File: src/rtl/apb_pkg.sv
// Shared APB types for masters that drive the memory slave port.
`ifndef APB_ADDR_WIDTH
`define APB_ADDR_WIDTH 32
`endif
`ifndef APB_DATA_WIDTH
`define APB_DATA_WIDTH 32
`endif

package apb_pkg;

    localparam int unsigned APB_ADDR_WIDTH      = `APB_ADDR_WIDTH;
    localparam int unsigned APB_DATA_WIDTH      = `APB_DATA_WIDTH;
    localparam int unsigned APB_STRB_WIDTH      = APB_DATA_WIDTH / 8;
    localparam int unsigned APB_TIMEOUT_DEFAULT = 15;

    typedef enum logic [1:0] {
        IDLE   = 2'd0,
        SETUP  = 2'd1,
        ACCESS = 2'd2
    } apb_fsm_enum;

    typedef logic [APB_ADDR_WIDTH-1:0] addr_t;
    typedef logic [APB_DATA_WIDTH-1:0] data_t;
    typedef logic [APB_STRB_WIDTH-1:0] strb_t;

    typedef struct packed {
        logic  write;
        addr_t addr;
        data_t wdata;
        strb_t strb;
    } apb_cmd_t;

endpackage

File: src/rtl/rr_arbiter.sv
// Round-robin arbiter: search starts one past the last grant; pointer moves only on advance.
module rr_arbiter #(
    parameter int unsigned NUM_REQ = 4
) (
    input  logic                       clk,
    input  logic                       rst_n,
    input  logic [NUM_REQ-1:0]         req,
    input  logic                       advance,
    output logic [NUM_REQ-1:0]         grant,
    output logic [$clog2(NUM_REQ)-1:0] ptr
);

    localparam int unsigned PW = $clog2(NUM_REQ);

    logic [PW-1:0] ptr_q, ptr_d, win;
    logic [PW:0]   sum;

    always_comb begin
        grant = '0;
        win   = '0;
        sum   = '0;
        for (int unsigned i = 0; i < NUM_REQ; i++) begin
            sum = {1'b0, ptr_q} + (PW+1)'(i);
            if (sum >= (PW+1)'(NUM_REQ)) begin
                sum = sum - (PW+1)'(NUM_REQ);
            end
            if (req[sum[PW-1:0]] && (grant == '0)) begin
                grant[sum[PW-1:0]] = 1'b1;
                win                = sum[PW-1:0];
            end
        end
    end

    assign ptr_d = (win == PW'(NUM_REQ - 1)) ? '0 : win + PW'(1);

    always_ff @(posedge clk) begin
        if (!rst_n) begin
            ptr_q <= '0;
        end else if (advance && (req != '0)) begin
            ptr_q <= ptr_d;
        end
    end

    assign ptr = ptr_q;

endmodule

File: src/rtl/apb_rr_master.sv
// Round-robin arbitrated APB master sharing one slave port between NUM_REQ requesters,
// with a PREADY watchdog that aborts hung transfers.
module apb_rr_master
    import apb_pkg::*;
#(
    parameter int unsigned NUM_REQ    = 4,
    parameter int unsigned ADDR_WIDTH = APB_ADDR_WIDTH,
    parameter int unsigned DATA_WIDTH = APB_DATA_WIDTH,
    parameter int unsigned TIMEOUT    = APB_TIMEOUT_DEFAULT,
    localparam int unsigned STRB_WIDTH = DATA_WIDTH / 8
) (
    input  logic                             PCLK,
    input  logic                             PRESETn,
    input  logic [NUM_REQ-1:0]               req_valid,
    input  logic [NUM_REQ-1:0]               req_write,
    input  logic [NUM_REQ*ADDR_WIDTH-1:0]    req_addr,
    input  logic [NUM_REQ*DATA_WIDTH-1:0]    req_wdata,
    input  logic [NUM_REQ*STRB_WIDTH-1:0]    req_strb,
    output logic [NUM_REQ-1:0]               req_ready,
    output logic [NUM_REQ-1:0]               rsp_valid,
    output logic [DATA_WIDTH-1:0]            rsp_rdata,
    output logic                             rsp_err,
    output logic                             PSEL,
    output logic                             PENABLE,
    output logic                             PWRITE,
    output logic [ADDR_WIDTH-1:0]            PADDR,
    output logic [DATA_WIDTH-1:0]            PWDATA,
    output logic [STRB_WIDTH-1:0]            PSTRB,
    input  logic [DATA_WIDTH-1:0]            PRDATA,
    input  logic                             PREADY,
    input  logic                             PSLVERR
);

    apb_fsm_enum               state_q, state_d;
    apb_cmd_t                  cmd_q, cmd_d;
    logic [NUM_REQ-1:0]        owner_q, owner_d;
    logic [7:0]                wdog_q, wdog_d;
    logic [NUM_REQ-1:0]        rsp_valid_q;
    logic [DATA_WIDTH-1:0]     rsp_rdata_q;
    logic                      rsp_err_q;

    logic [NUM_REQ-1:0]        grant;
    logic [$clog2(NUM_REQ)-1:0] arb_ptr;
    logic                      any_req, timed_out, done, can_grant, advance;

    rr_arbiter #(
        .NUM_REQ(NUM_REQ)
    ) u_arb (
        .clk    (PCLK),
        .rst_n  (PRESETn),
        .req    (req_valid),
        .advance(advance),
        .grant  (grant),
        .ptr    (arb_ptr)
    );

    // Pointer is exported by the arbiter for masters that report it; not needed here.
    logic unused_ptr;
    assign unused_ptr = ^arb_ptr;

    assign any_req   = |req_valid;
    assign timed_out = (wdog_q == 8'(TIMEOUT)) && !PREADY;
    assign done      = (state_q == ACCESS) && (PREADY || timed_out);
    assign can_grant = (state_q == IDLE) || done;
    assign advance   = can_grant && any_req;
    assign req_ready = advance ? grant : '0;

    always_comb begin
        state_d = state_q;
        cmd_d   = cmd_q;
        owner_d = owner_q;
        wdog_d  = wdog_q;

        unique case (state_q)
            IDLE: begin
                if (any_req) state_d = SETUP;
            end
            SETUP: begin
                state_d = ACCESS;
                wdog_d  = '0;
            end
            ACCESS: begin
                if (done) begin
                    state_d = any_req ? SETUP : IDLE;
                end else begin
                    wdog_d = wdog_q + 8'd1;
                end
            end
            default: state_d = IDLE;
        endcase

        if (advance) begin
            owner_d = grant;
            for (int unsigned i = 0; i < NUM_REQ; i++) begin
                if (grant[i]) begin
                    cmd_d.write = req_write[i];
                    cmd_d.addr  = req_addr[i*ADDR_WIDTH +: ADDR_WIDTH];
                    cmd_d.wdata = req_wdata[i*DATA_WIDTH +: DATA_WIDTH];
                    cmd_d.strb  = req_strb[i*STRB_WIDTH +: STRB_WIDTH];
                end
            end
        end
    end

    always_ff @(posedge PCLK) begin
        if (!PRESETn) begin
            state_q     <= IDLE;
            cmd_q       <= '0;
            owner_q     <= '0;
            wdog_q      <= '0;
            rsp_valid_q <= '0;
            rsp_rdata_q <= '0;
            rsp_err_q   <= 1'b0;
        end else begin
            state_q     <= state_d;
            cmd_q       <= cmd_d;
            owner_q     <= owner_d;
            wdog_q      <= wdog_d;
            rsp_valid_q <= done ? owner_q : '0;
            // Aborts and writes return zero data; a timeout always reports an error.
            rsp_rdata_q <= (done && PREADY && !cmd_q.write) ? PRDATA : '0;
            rsp_err_q   <= done && (!PREADY || PSLVERR);
        end
    end

    assign PSEL      = (state_q != IDLE);
    assign PENABLE   = (state_q == ACCESS);
    assign PWRITE    = cmd_q.write;
    assign PADDR     = cmd_q.addr;
    assign PWDATA    = cmd_q.wdata;
    assign PSTRB     = cmd_q.strb;
    assign rsp_valid = rsp_valid_q;
    assign rsp_rdata = rsp_rdata_q;
    assign rsp_err   = rsp_err_q;

endmodule

File: config.mk
export PLATFORM = sky130hd
export DESIGN_NAME = apb_rr_master
export DESIGN_NICKNAME = d
export VERILOG_FILES = /design/src/rtl/apb_pkg.sv /design/src/rtl/rr_arbiter.sv /design/src/rtl/apb_rr_master.sv
export SDC_FILE = /design/constraint.sdc
export NUM_CORES = 1
export LEC_CHECK = 0
export ABC_AREA = 1
export BUFFER_PORTS_ARGS = -buffer_cell sky130_fd_sc_hd__buf_2
export CORE_AREA = 5 5 162 164
export CTS_CLUSTER_SIZE = 28
export DETAILED_ROUTE_END_ITERATION = 16
export DIE_AREA = 0 0 167 169
export HOLD_SLACK_MARGIN = 0.08
export MAX_ROUTING_LAYER = met4
export PLACE_DENSITY = 0.67
export SYNTH_ARGS = -nofsm -noshare
export SYNTH_HDL_FRONTEND = slang
export SYNTH_SLANG_ARGS = --single-unit
File: constraint.sdc
create_clock -name PCLK -period 9.4 [get_ports PCLK]
set_clock_uncertainty 0.2 [all_clocks]
set_input_delay 1.88 -clock PCLK [delete_from_list [all_inputs] [get_ports PCLK]]
set_output_delay 1.88 -clock PCLK [all_outputs]
set_load 0.02 [all_outputs]
* Yosys cells after proc, flatten, opt, wreduce, memory -nomap -nowiden
Index checks and enable logic that the tools add are counted.
** Storage, ports and cells
- Register bits :: 122
** Cells by class
- Reductions and logical operators :: 33
- Multiplexer cells :: 40
- Eq/ne operators :: 7
- $lt $le $gt $ge :: 12
- Bitwise operators :: 3
- Add/sub/neg operators :: 9
** Operators with widths (count)
- two-way mux 69 bit :: 4
- two-way mux 2 bit :: 11
- two-way mux 4 bit :: 5
- case mux 8 bit (2 select lines) :: 1
- logical AND 1 bit :: 14
- logical NOT 4 bit :: 3
- less-than comparator 2 x 3 -> 1 bit (second input constant) :: 4
- OR 4 bit :: 3
- AND reduction 2 bit :: 5
- >= comparator 3 bit (second input constant) :: 3
- two-way mux 1 bit :: 9
- adder 8 x 1 -> 8 bit (second input constant) :: 1
- binary-select mux 1 bit (select 2 bit) :: 4
- demux 1 bit (select 2 bit) :: 4
- == test 8 x 4 -> 1 bit (second input constant) :: 1
- >= comparator 2 x 1 -> 1 bit (second input constant) :: 4
- two-way mux 8 bit :: 1
- nonzero test 4 bit :: 2
- subtractor 2 x 1 -> 2 bit (second input constant) :: 4
- adder 2 x 2 -> 3 bit (second input constant) :: 2
- case mux 2 bit (3 select lines) :: 1
- == test 2 bit (second input constant) :: 2
- inequality test 2 bit (second input constant) :: 2
- nonzero test 2 bit :: 2
- other kinds (9) :: 12

* Logic depth before layout (Yosys ltp)
Gate-level depths: netlist of run 1.
- Word-level depth :: 20
- Mapped depth :: 23

* Cells and area by module
From an unflattened synthesis of run 1, not the netlist that was laid out.
** Unflattened totals
- Cell total of the unflattened synthesis :: 1235
- Area, all modules :: 7387.1 µm²
** By module, submodules not included
- apb_rr_master :: cells an instance 1120, sequential area each 2402.3 µm², area each 6611.3 µm², times used 1
- rr_arbiter :: cells an instance 115, sequential area each 40.0 µm², area each 775.7 µm², times used 1

* Least setup slack after synthesis of run 1
Ideal clock, no wire load.
- Path kind :: input port to output port
- Start point :: input req_valid[3]
- End point :: output req_ready[3]
- Arrival time :: 3.766 ns
- Cell stages on the path :: 17
- Path slack :: 3.554 ns
- Path buffers :: 2
- Cell sequence :: inv_1 nand2_1 nand3_2 nand2_4 a21oi_4 nand3_1 nand3_1 inv_1 nand3_1 nand3_1 nor2_4 nand3_1 nand2_1 buf_2 buf_2 nand2_1 inv_1
** On the way
- Cells in the longest elaborated chain, start to end :: 13
** RTL lines
- from (decl) :: line apb_rr_master.sv:14 : input logic [NUM_REQ-1:0] req_valid,
- binary-select mux 1 bit (select 2 bit) :: line rr_arbiter.sv:27 : if (req[sum[PW-1:0]] && (grant == '0)) begin
- two-way mux 1 bit (implied by the code) :: line rr_arbiter.sv:27
- two-way mux 4 bit :: line rr_arbiter.sv:27
- logical NOT 4 bit :: line rr_arbiter.sv:27
- logical AND 1 bit :: line rr_arbiter.sv:27
- two-way mux 4 bit :: line rr_arbiter.sv:27
- logical NOT 4 bit :: line rr_arbiter.sv:27
- logical AND 1 bit :: line rr_arbiter.sv:27
- two-way mux 4 bit :: line rr_arbiter.sv:27
- logical NOT 4 bit :: line rr_arbiter.sv:27
- logical AND 1 bit :: line rr_arbiter.sv:27
- two-way mux 4 bit :: line rr_arbiter.sv:27
- two-way mux 4 bit (*) :: line apb_rr_master.sv:66 : assign req_ready = advance ? grant : '0;
- to (decl) :: line apb_rr_master.sv:19 : output logic [NUM_REQ-1:0] req_ready,
Every way passes the cells marked *; elsewhere a longest branch is shown, timed or not. The select of a mux whose other input is x is not followed.

* Worst setup path in the final report of run 1
- Start point :: input req_valid[1]
- End point :: output req_ready[2]
Same word-level chain as after synthesis.

==> run_summary.xml, run 1 <==
<?xml version="1.0" encoding="UTF-8"?>
<metrics>
  <group name="cells_and_area">
    <metric name="finish.net_count" unit="">2193</metric>
    <metric name="n_antenna_cell" unit="">0</metric>
    <metric name="post_route_cells_drive_above_1_share" unit="%">26.2</metric>
    <metric name="seq_area" unit="sq mm">0.00244</metric>
    <metric name="area_growth" unit="%">32.6</metric>
    <metric name="finalInstanceArea" unit="sq mm">0.0115</metric>
    <metric name="multiInputGateArea" unit="sq mm">0.00454</metric>
    <metric name="finish.utilization" unit="%">46.6</metric>
    <metric name="fillCellCount" unit="">2669</metric>
    <metric name="layoutNonFillerInstCount" unit="">2211</metric>
  </group>
  <group name="place">
    <metric name="placed_instance_area" unit="sq mm">0.0109</metric>
    <metric name="gp_routability_congestion" unit="">0.938</metric>
    <metric name="dp_hpwl" unit="um">23800</metric>
    <metric name="dp_slack" unit="ns">2.87</metric>
    <metric name="placed_cells_incl_taps" unit="">2179</metric>
    <metric name="portBuffers" unit="">427</metric>
  </group>
  <group name="synth">
    <metric name="yosys.cell_types.count" unit="">34</metric>
    <metric name="netlist_area" unit="sq mm">0.00869</metric>
    <metric name="netlist.area_leader.share" unit="%">28.1</metric>
    <metric name="netlist_instances" unit="">1511</metric>
    <metric name="synthesis_warning_total" unit="">0</metric>
    <metric name="synth.yosys.seq_area_share" unit="%">28.1</metric>
    <metric name="synthesized_area_per_cell" unit="sq um">5.75</metric>
    <metric name="syn_nets" unit="">1836</metric>
    <metric name="synth.area.top_cells" unit="">sky130_fd_sc_hd__dfxtp_1, sky130_fd_sc_hd__nand3_1, sky130_fd_sc_hd__inv_1</metric>
    <metric name="synth-seq-cells" unit="">122</metric>
    <metric name="yosysTopAreaCell" unit="">sky130_fd_sc_hd__dfxtp_1</metric>
  </group>
  <group name="routing">
    <metric name="route.final.wire_length" unit="um">32600</metric>
    <metric name="first_iter_violations" unit="">758</metric>
    <metric name="route.detailed.wl_per_inst" unit="um">14.8</metric>
    <metric name="drc" unit="">0</metric>
    <metric name="route.antenna.remaining_nets" unit="">0</metric>
    <metric name="via_per_inst" unit="">4.76</metric>
    <metric name="firstDrtPassIters" unit="">5</metric>
    <metric name="vias" unit="">10522</metric>
  </group>
  <group name="grt">
    <metric name="pin_count_of_the_biggest_net_entering_global_routing" unit="">90</metric>
    <metric name="top_usage_layer" unit="">met2</metric>
    <metric name="grt_use_met3" unit="%">5.21</metric>
    <metric name="wire_length_of_the_first_global_routing_pass" unit="um">51100</metric>
    <metric name="grt_overflow_total" unit="">0</metric>
    <metric name="groute.layer.met2.usage" unit="%">36.8</metric>
    <metric name="use_met1" unit="%">27.6</metric>
    <metric name="number_of_antenna_violations_at_the_first_check_in_global_routing" unit="">0</metric>
    <metric name="overall_fraction_of_global_route_tracks_in_use" unit="%">22.8</metric>
    <metric name="number_of_global_route_vias_before_repair" unit="">9878</metric>
  </group>
  <group name="clock_network">
    <metric name="tritoncts" unit="">yes</metric>
    <metric name="cts.clk_slew.worst_paths" unit="ns">0.06</metric>
    <metric name="cts_sinks" unit="">122</metric>
    <metric name="ctsHoldBuffers" unit="">0</metric>
    <metric name="cell_at_the_root_of_the_clock_tree" unit="">sky130_fd_sc_hd__clkbuf_16</metric>
    <metric name="cts_inserted_buffers" unit="">17</metric>
    <metric name="ctsHtreeMaxLevel" unit="">4</metric>
    <metric name="worstSkewPairLatency" unit="ns">0.42</metric>
    <metric name="cts_repair_resize_count" unit="">0</metric>
    <metric name="cts.path.max_buffers" unit="">2</metric>
    <metric name="cts_post_setup_buffers_inserted" unit="">0</metric>
  </group>
  <group name="floorplanning">
    <metric name="initial_core_util" unit="%">35.1</metric>
    <metric name="chipHeight" unit="um">169</metric>
    <metric name="die-area" unit="sq mm">0.0282</metric>
    <metric name="floorplan.core_area" unit="sq mm">0.0247</metric>
    <metric name="fp.dieW" unit="um">167</metric>
    <metric name="fp-row-count" unit="">58</metric>
    <metric name="boundaryPins" unit="">428</metric>
  </group>
  <group name="timing">
    <metric name="fmax" unit="MHz">151</metric>
    <metric name="setup_ws_post_layout" unit="ns">2.78</metric>
    <metric name="timing.max_slew.rel_slack" unit="%">40.2</metric>
    <metric name="whs" unit="ns">0.228</metric>
    <metric name="finalSetupTns" unit="ns">0</metric>
    <metric name="worst_pin_slew" unit="ns">0.898</metric>
    <metric name="finalSetupViolations" unit="">0</metric>
    <metric name="unrepaired_setup_endpoints_after_global_routing" unit="">false</metric>
    <metric name="period_minus_slack" unit="ns">6.62</metric>
    <metric name="fin_crit_sh" unit="%">70.4</metric>
    <metric name="hold_violation_total_from_the_final_report" unit="">0</metric>
    <metric name="timing.final.max_slew_violations" unit="">0</metric>
  </group>
  <group name="worst_setup_path">
    <metric name="largest_fanout_on_the_critical_path" unit="">71</metric>
    <metric name="worstPathRequired" unit="ns">7.32</metric>
    <metric name="crit_path_end_kind" unit="">primary output</metric>
    <metric name="critical_path.startpoint_type" unit="">primary input</metric>
    <metric name="timing.setup.critical_path_class" unit="">primary input to primary output</metric>
    <metric name="cp_data_arrival_time" unit="ns">4.54</metric>
    <metric name="r2r_slack" unit="ns">3.92</metric>
  </group>
  <group name="power">
    <metric name="vdd.ir_drop.worst" unit="mV">0.241</metric>
    <metric name="finalPower" unit="mW">5.30</metric>
    <metric name="power.static_leakage" unit="nW">7.10</metric>
    <metric name="power.density" unit="mW/mm^2">460</metric>
  </group>
  <group name="worst_hold_path">
    <metric name="worstHoldPathType" unit="">register to register</metric>
  </group>
  <group name="flow_run">
    <metric name="reported_max_cap_violation_count" unit="">0</metric>
  </group>
  <group name="run_status">
    <metric name="run_status" unit="">completed</metric>
  </group>
</metrics>
kinds of logic after synthesis:
kind of cell / count (synthesis) / synth area share (%)
simple gates: 767 / 38.3
buf+inv: 442 / 20.1
compound gates: 169 / 12.0
flops: 122 / 28.1
fa+ha+maj: 9 / 1.30
xor+xnor: 2 / 0.202
critical path: stages:
cell                      delay (ns)
sky130_fd_sc_hd__buf_2          0.11
sky130_fd_sc_hd__inv_1          0.07
sky130_fd_sc_hd__nand2_1        0.08
sky130_fd_sc_hd__nand3_2        0.14
sky130_fd_sc_hd__nand2_4        0.09
sky130_fd_sc_hd__a21oi_4        0.19
sky130_fd_sc_hd__nand3_1        0.11
sky130_fd_sc_hd__nand2_1        0.16
sky130_fd_sc_hd__nor2_2         0.09
sky130_fd_sc_hd__nand3_1        0.09
sky130_fd_sc_hd__nand2_2        0.10
sky130_fd_sc_hd__nor2_4         0.23
sky130_fd_sc_hd__nand3_2        0.11
sky130_fd_sc_hd__nand2_2        0.06
sky130_fd_sc_hd__buf_4          0.61
sky130_fd_sc_hd__inv_2          0.07
sky130_fd_sc_hd__nor2_1         0.15
sky130_fd_sc_hd__buf_2          0.19
cell usage in the layout, fill, tap and decap left out, types with 3 or more instances in the layout:
cell type | netlist | layout
sky130_fd_sc_hd__buf_4 | 11 | 10
sky130_fd_sc_hd__inv_2 | 4 | 4
sky130_fd_sc_hd__a21oi_1 | 85 | 85
sky130_fd_sc_hd__dfxtp_1 | 122 | 122
sky130_fd_sc_hd__nand3_1 | 294 | 293
sky130_fd_sc_hd__nand2_1 | 194 | 191
sky130_fd_sc_hd__clkbuf_16 | 0 | 17
sky130_fd_sc_hd__nand2_2 | 2 | 3
sky130_fd_sc_hd__nand3_2 | 4 | 3
sky130_fd_sc_hd__a21boi_1 | 68 | 68
sky130_fd_sc_hd__inv_1 | 338 | 338
sky130_fd_sc_hd__nor2_1 | 258 | 258
sky130_fd_sc_hd__ha_1 | 9 | 9
sky130_fd_sc_hd__nor3_1 | 4 | 4
sky130_fd_sc_hd__inv_8 | 0 | 3
sky130_fd_sc_hd__nand2_4 | 1 | 3
sky130_fd_sc_hd__bufinv_16 | 0 | 3
sky130_fd_sc_hd__inv_6 | 0 | 7
sky130_fd_sc_hd__buf_2 | 30 | 427
sky130_fd_sc_hd__o21ai_0 | 9 | 9
area by class of cell:
class	instances	share of cell area, %
Tap cell	330	3.58
Inverter	343	11.2
Clock inverter	15	1.75
Clock buffer	17	3.69
Sequential cell	122	21.2
Timing Repair Buffer	437	19.2
Multi-Input combinational cell	947	39.4
report_power, final:
part           switching (mW)  internal [mW]
clock network           0.285          0.429
logic                    2.68           1.21
registers              0.0550          0.630
registers in the layout, summed over array words and instances (netlist names):
signal and count:
rsp_rdata 32, PWRITE 1, PADDR 32, rsp_err 1, PSTRB 4, owner_q 4
wdog_q 8, PWDATA 32, state_q 2, rsp_valid 4, u_arb.ptr 2
final timing paths:
| kind | start | cells past startpoint | end |
|---|---|---|---|
| worst min register to register | owner_q[3]$_SDFFE_PN0P_ | 2 | rsp_valid[3]$_SDFF_PN0_ |
| worst min-delay path | owner_q[3]$_SDFFE_PN0P_ | 2 | rsp_valid[3]$_SDFF_PN0_ |
| worst max-delay path | req_valid[1] | 18 | req_ready[2] |
| worst max register to register | u_arb.ptr[0]$_SDFFE_PN0P_ | 22 | PADDR[22]$_SDFFE_PN0P_ |
synth_stat cells, drive strengths merged:
cell type    n
nand3b       1
nor3         4
xor2         2
buf         48
o31ai        1
a21boi      68
o211ai       1
a41oi        1
inv        342
and3         2
o21ai       10
nor4         1
clkbuf      51
nand3      298
nand2      197
clkinv       1
nor2       262
nand4        1
a21oi       86
dfxtp      122
ha           9
or2          1
a31oi        2
layer usage:
metal	vias to the layer above	routed length, um
met5	-	0
met4	0	1180
met3	65	2570
met2	462	15400
met1	4670	13500
li1	5325	-
No activity file was read; power rests on OpenSTA's default activity.
==> run 2, diff against run 1 <==
--- a/config.mk
+++ b/config.mk
@@ -13,7 +13,7 @@
 export DIE_AREA = 0 0 167 169
 export HOLD_SLACK_MARGIN = 0.08
 export MAX_ROUTING_LAYER = met4
-export PLACE_DENSITY = 0.67
+export PLACE_DENSITY = 0.7
 export SYNTH_ARGS = -nofsm -noshare
 export SYNTH_HDL_FRONTEND = slang
 export SYNTH_SLANG_ARGS = --single-unit
==> constraint.sdc (replaced) <==
create_clock -name PCLK -period 5.9 [get_ports PCLK]
set_clock_uncertainty 0.2 [all_clocks]
set_input_delay 1.18 -clock PCLK [delete_from_list [all_inputs] [get_ports PCLK]]
set_output_delay 1.18 -clock PCLK [all_outputs]
set_load 0.02 [all_outputs]
==> run_summary.xml, run 2 (synthesis gave the netlist of run 1 again) <==
<?xml version="1.0" encoding="UTF-8"?>
<metrics>
  <group name="power">
    <metric name="internal_power" unit="mW">3.62</metric>
    <metric name="power.clock.fraction" unit="%">12.4</metric>
    <metric name="power.density" unit="mW/mm^2">736</metric>
    <metric name="vdd.ir_drop.worst" unit="mV">0.341</metric>
    <metric name="fraction_of_power_spent_switching_nets" unit="%">57.3</metric>
    <metric name="finalPower" unit="mW">8.48</metric>
    <metric name="comb_power_share" unit="%">74.8</metric>
    <metric name="p_sw" unit="mW">4.86</metric>
    <metric name="power.static_leakage" unit="nW">7.09</metric>
    <metric name="seqPwrFrac" unit="%">12.8</metric>
  </group>
  <group name="worst_setup_path">
    <metric name="crit_path_top_delay_cell" unit="">sky130_fd_sc_hd__dfxtp_1</metric>
    <metric name="critPathMostFrequentCell" unit="">sky130_fd_sc_hd__nand3_1</metric>
    <metric name="timing.critical_path.slowest_cell_delay" unit="ns">0.55</metric>
    <metric name="path_delay_family" unit="">simple AND/OR/NAND/NOR gates</metric>
    <metric name="worstRegToRegCells" unit="">22</metric>
    <metric name="worstPathRequired" unit="ns">4.52</metric>
    <metric name="critical_path.startpoint_type" unit="">register</metric>
    <metric name="timing.setup.critical_path_class" unit="">register to primary output</metric>
    <metric name="cp_num_cells" unit="">17</metric>
    <metric name="path_cells" unit="">inv_2, ha_1, inv_1, nand3_1, o21ai_1, a21oi_4, nand3_1, nand2_1, nor2_2, nand3_1, nand2_2, nor2_4, nand3_2, nand2_4, inv_2, nor2_1, buf_2</metric>
    <metric name="crit_path_end_kind" unit="">primary output</metric>
    <metric name="largest_fanout_on_the_critical_path" unit="">26</metric>
    <metric name="cp.buffers_inverters" unit="">4</metric>
    <metric name="cp_data_arrival_time" unit="ns">3.58</metric>
    <metric name="r2r_slack" unit="ns">1.50</metric>
  </group>
  <group name="timing">
    <metric name="fmax" unit="MHz">202</metric>
    <metric name="period_minus_slack" unit="ns">4.96</metric>
    <metric name="unrepaired_setup_endpoints_after_global_routing" unit="">false</metric>
    <metric name="finalSetupViolations" unit="">0</metric>
    <metric name="hold_violation_total_from_the_final_report" unit="">0</metric>
    <metric name="timing.max_slew.rel_slack" unit="%">42.9</metric>
    <metric name="timing.final.max_slew_violations" unit="">0</metric>
    <metric name="worst_pin_slew" unit="ns">0.856</metric>
    <metric name="fin_crit_sh" unit="%">84.0</metric>
    <metric name="finalSetupTns" unit="ns">0</metric>
  </group>
  <group name="clock_network">
    <metric name="tritoncts" unit="">yes</metric>
    <metric name="cts_repair_resize_count" unit="">0</metric>
    <metric name="ctsHoldBuffers" unit="">0</metric>
    <metric name="ctsHtreeMaxLevel" unit="">4</metric>
    <metric name="cts.clk_slew.worst_paths" unit="ns">0.06</metric>
    <metric name="cts.path.max_buffers" unit="">2</metric>
    <metric name="cts_inserted_buffers" unit="">17</metric>
    <metric name="cts_post_setup_buffers_inserted" unit="">0</metric>
    <metric name="cts_sinks" unit="">122</metric>
    <metric name="cell_at_the_root_of_the_clock_tree" unit="">sky130_fd_sc_hd__clkbuf_16</metric>
    <metric name="worstSkewPairLatency" unit="ns">0.41</metric>
  </group>
  <group name="floorplanning">
    <metric name="floorplan.core_area" unit="sq mm">0.0247</metric>
    <metric name="die-area" unit="sq mm">0.0282</metric>
    <metric name="fp-row-count" unit="">58</metric>
    <metric name="boundaryPins" unit="">428</metric>
    <metric name="chipHeight" unit="um">169</metric>
    <metric name="initial_core_util" unit="%">35.1</metric>
    <metric name="fp.dieW" unit="um">167</metric>
  </group>
  <group name="grt">
    <metric name="number_of_global_route_vias_before_repair" unit="">9972</metric>
    <metric name="pin_count_of_the_biggest_net_entering_global_routing" unit="">75</metric>
    <metric name="grt_overflow_total" unit="">0</metric>
    <metric name="wire_length_of_the_first_global_routing_pass" unit="um">51500</metric>
    <metric name="number_of_antenna_violations_at_the_first_check_in_global_routing" unit="">3</metric>
    <metric name="overall_fraction_of_global_route_tracks_in_use" unit="%">23.0</metric>
  </group>
  <group name="routing">
    <metric name="drc" unit="">0</metric>
    <metric name="vias" unit="">10556</metric>
    <metric name="route.final.wire_length" unit="um">33500</metric>
    <metric name="first_iter_violations" unit="">754</metric>
    <metric name="route.detailed.wl_per_inst" unit="um">15.1</metric>
    <metric name="route.antenna.remaining_nets" unit="">0</metric>
    <metric name="firstDrtPassIters" unit="">6</metric>
    <metric name="via_per_inst" unit="">4.77</metric>
  </group>
  <group name="flow_run">
    <metric name="reported_max_cap_violation_count" unit="">0</metric>
  </group>
  <group name="worst_hold_path">
    <metric name="worstHoldPathType" unit="">register to register</metric>
    <metric name="timing.hold.worst_path_depth" unit="">2</metric>
  </group>
  <group name="cells_and_area">
    <metric name="area_growth" unit="%">32.7</metric>
    <metric name="mostFrequentLayoutCell" unit="">sky130_fd_sc_hd__buf_2</metric>
    <metric name="fillCellCount" unit="">2653</metric>
    <metric name="post_route_cells_drive_above_1_share" unit="%">26.2</metric>
    <metric name="most-common-layout-cells" unit="">sky130_fd_sc_hd__buf_2, sky130_fd_sc_hd__inv_1, sky130_fd_sc_hd__nand3_1, sky130_fd_sc_hd__nor2_1, sky130_fd_sc_hd__nand2_1</metric>
    <metric name="finish.net_count" unit="">2196</metric>
  </group>
  <group name="run_status">
    <metric name="run_status" unit="">completed</metric>
  </group>
  <group name="place">
    <metric name="portBuffers" unit="">427</metric>
    <metric name="gp_routability_congestion" unit="">0.973</metric>
    <metric name="dp_hpwl" unit="um">24800</metric>
  </group>
</metrics>
-- run 2: cell types whose count changed in the layout (fill, tap and decap cells not counted), sizes merged --
cell / before / now
inv: 353 / 346
clkinv: 1 / 5
buf: 437 / 440
clkinvlp: 1 / 3
diode: 0 / 2
bufinv: 3 / 2
clkbuf: 17 / 18
-- run 2: per-stage QoR --
step / std cells / hold WS (ns) / utilization [%] / area, sq um / setup WS (ns)
6_report: 2215 / 0.227 / 46.6 / 11500 / 0.944
5_1_grt: 2215 / 0.245 / 46.6 / 11500 / 0.636
4_1_cts: 2213 / 0.223 / 46.5 / 11500 / 0.945
3_5_place_dp: 2182 / 0.216 / 44.2 / 10900 / 1.09
3_3_place_gp: 2182 / 0.215 / 44.2 / 10900 / 1.12
2_1_floorplan: 1511 / 0.208 / - / 8690 / 1.45
-- run 2: layout make-up --
| type | count | area, sq um | area share, % |
|---|---|---|---|
| clock buffer | 18 | 439 | 3.81 |
| timing repair buffer | 440 | 2250 | 19.5 |
| antenna | 2 | 5.00 | 0.0434 |
| multi-input combinational | 947 | 4540 | 39.4 |
| sequential | 122 | 2440 | 21.2 |
| tap | 330 | 413 | 3.58 |
| clock inverter | 13 | 145 | 1.26 |
| inverter | 343 | 1290 | 11.2 |
-- run 2: worst paths after layout --
path / end / startpoint
setup / recovery: req_ready[2] / u_arb.ptr[0]$_SDFFE_PN0P_
hold / removal: rsp_valid[3]$_SDFF_PN0_ / owner_q[3]$_SDFFE_PN0P_
setup reg to reg: PWDATA[26]$_SDFFE_PN0P_ / u_arb.ptr[0]$_SDFFE_PN0P_
hold reg to reg: rsp_valid[3]$_SDFF_PN0_ / owner_q[3]$_SDFFE_PN0P_
-- run 2: metal layers --
metal	vias to the layer above	GRT usage, %	routed length (um)	share of wire (%)
met2	449	38.4	16100	48
met5	-	-	0	0
li1	5332	-	-	-
met1	4720	27.5	13800	41
met3	55	5.82	2810	8.4
met4	0	6.83	835	2.5
-- run 2: worst register-to-register path: cells and delay by family, from the launching register on --
family,cells,cell delay (ns)
AOI/OAI and AO/OA,2,0.30
and+or+nand+nor,15,1.95
DFF,1,0.55
buffers and inverters,4,0.87
adders and majority gates,1,0.40
-- run 2: power groups by stage --
stage / Combinational, mW / Clock, mW / Sequential (mW)
finish: 6.34 / 1.05 / 1.09
global route: 7.22 / 1.12 / 1.10
CTS: 6.36 / 1.08 / 1.09
detailed placement: 6.33 / 0 / 1.10
global placement: 6.27 / 0 / 1.10
floorplan: 4.74 / 0 / 1.25
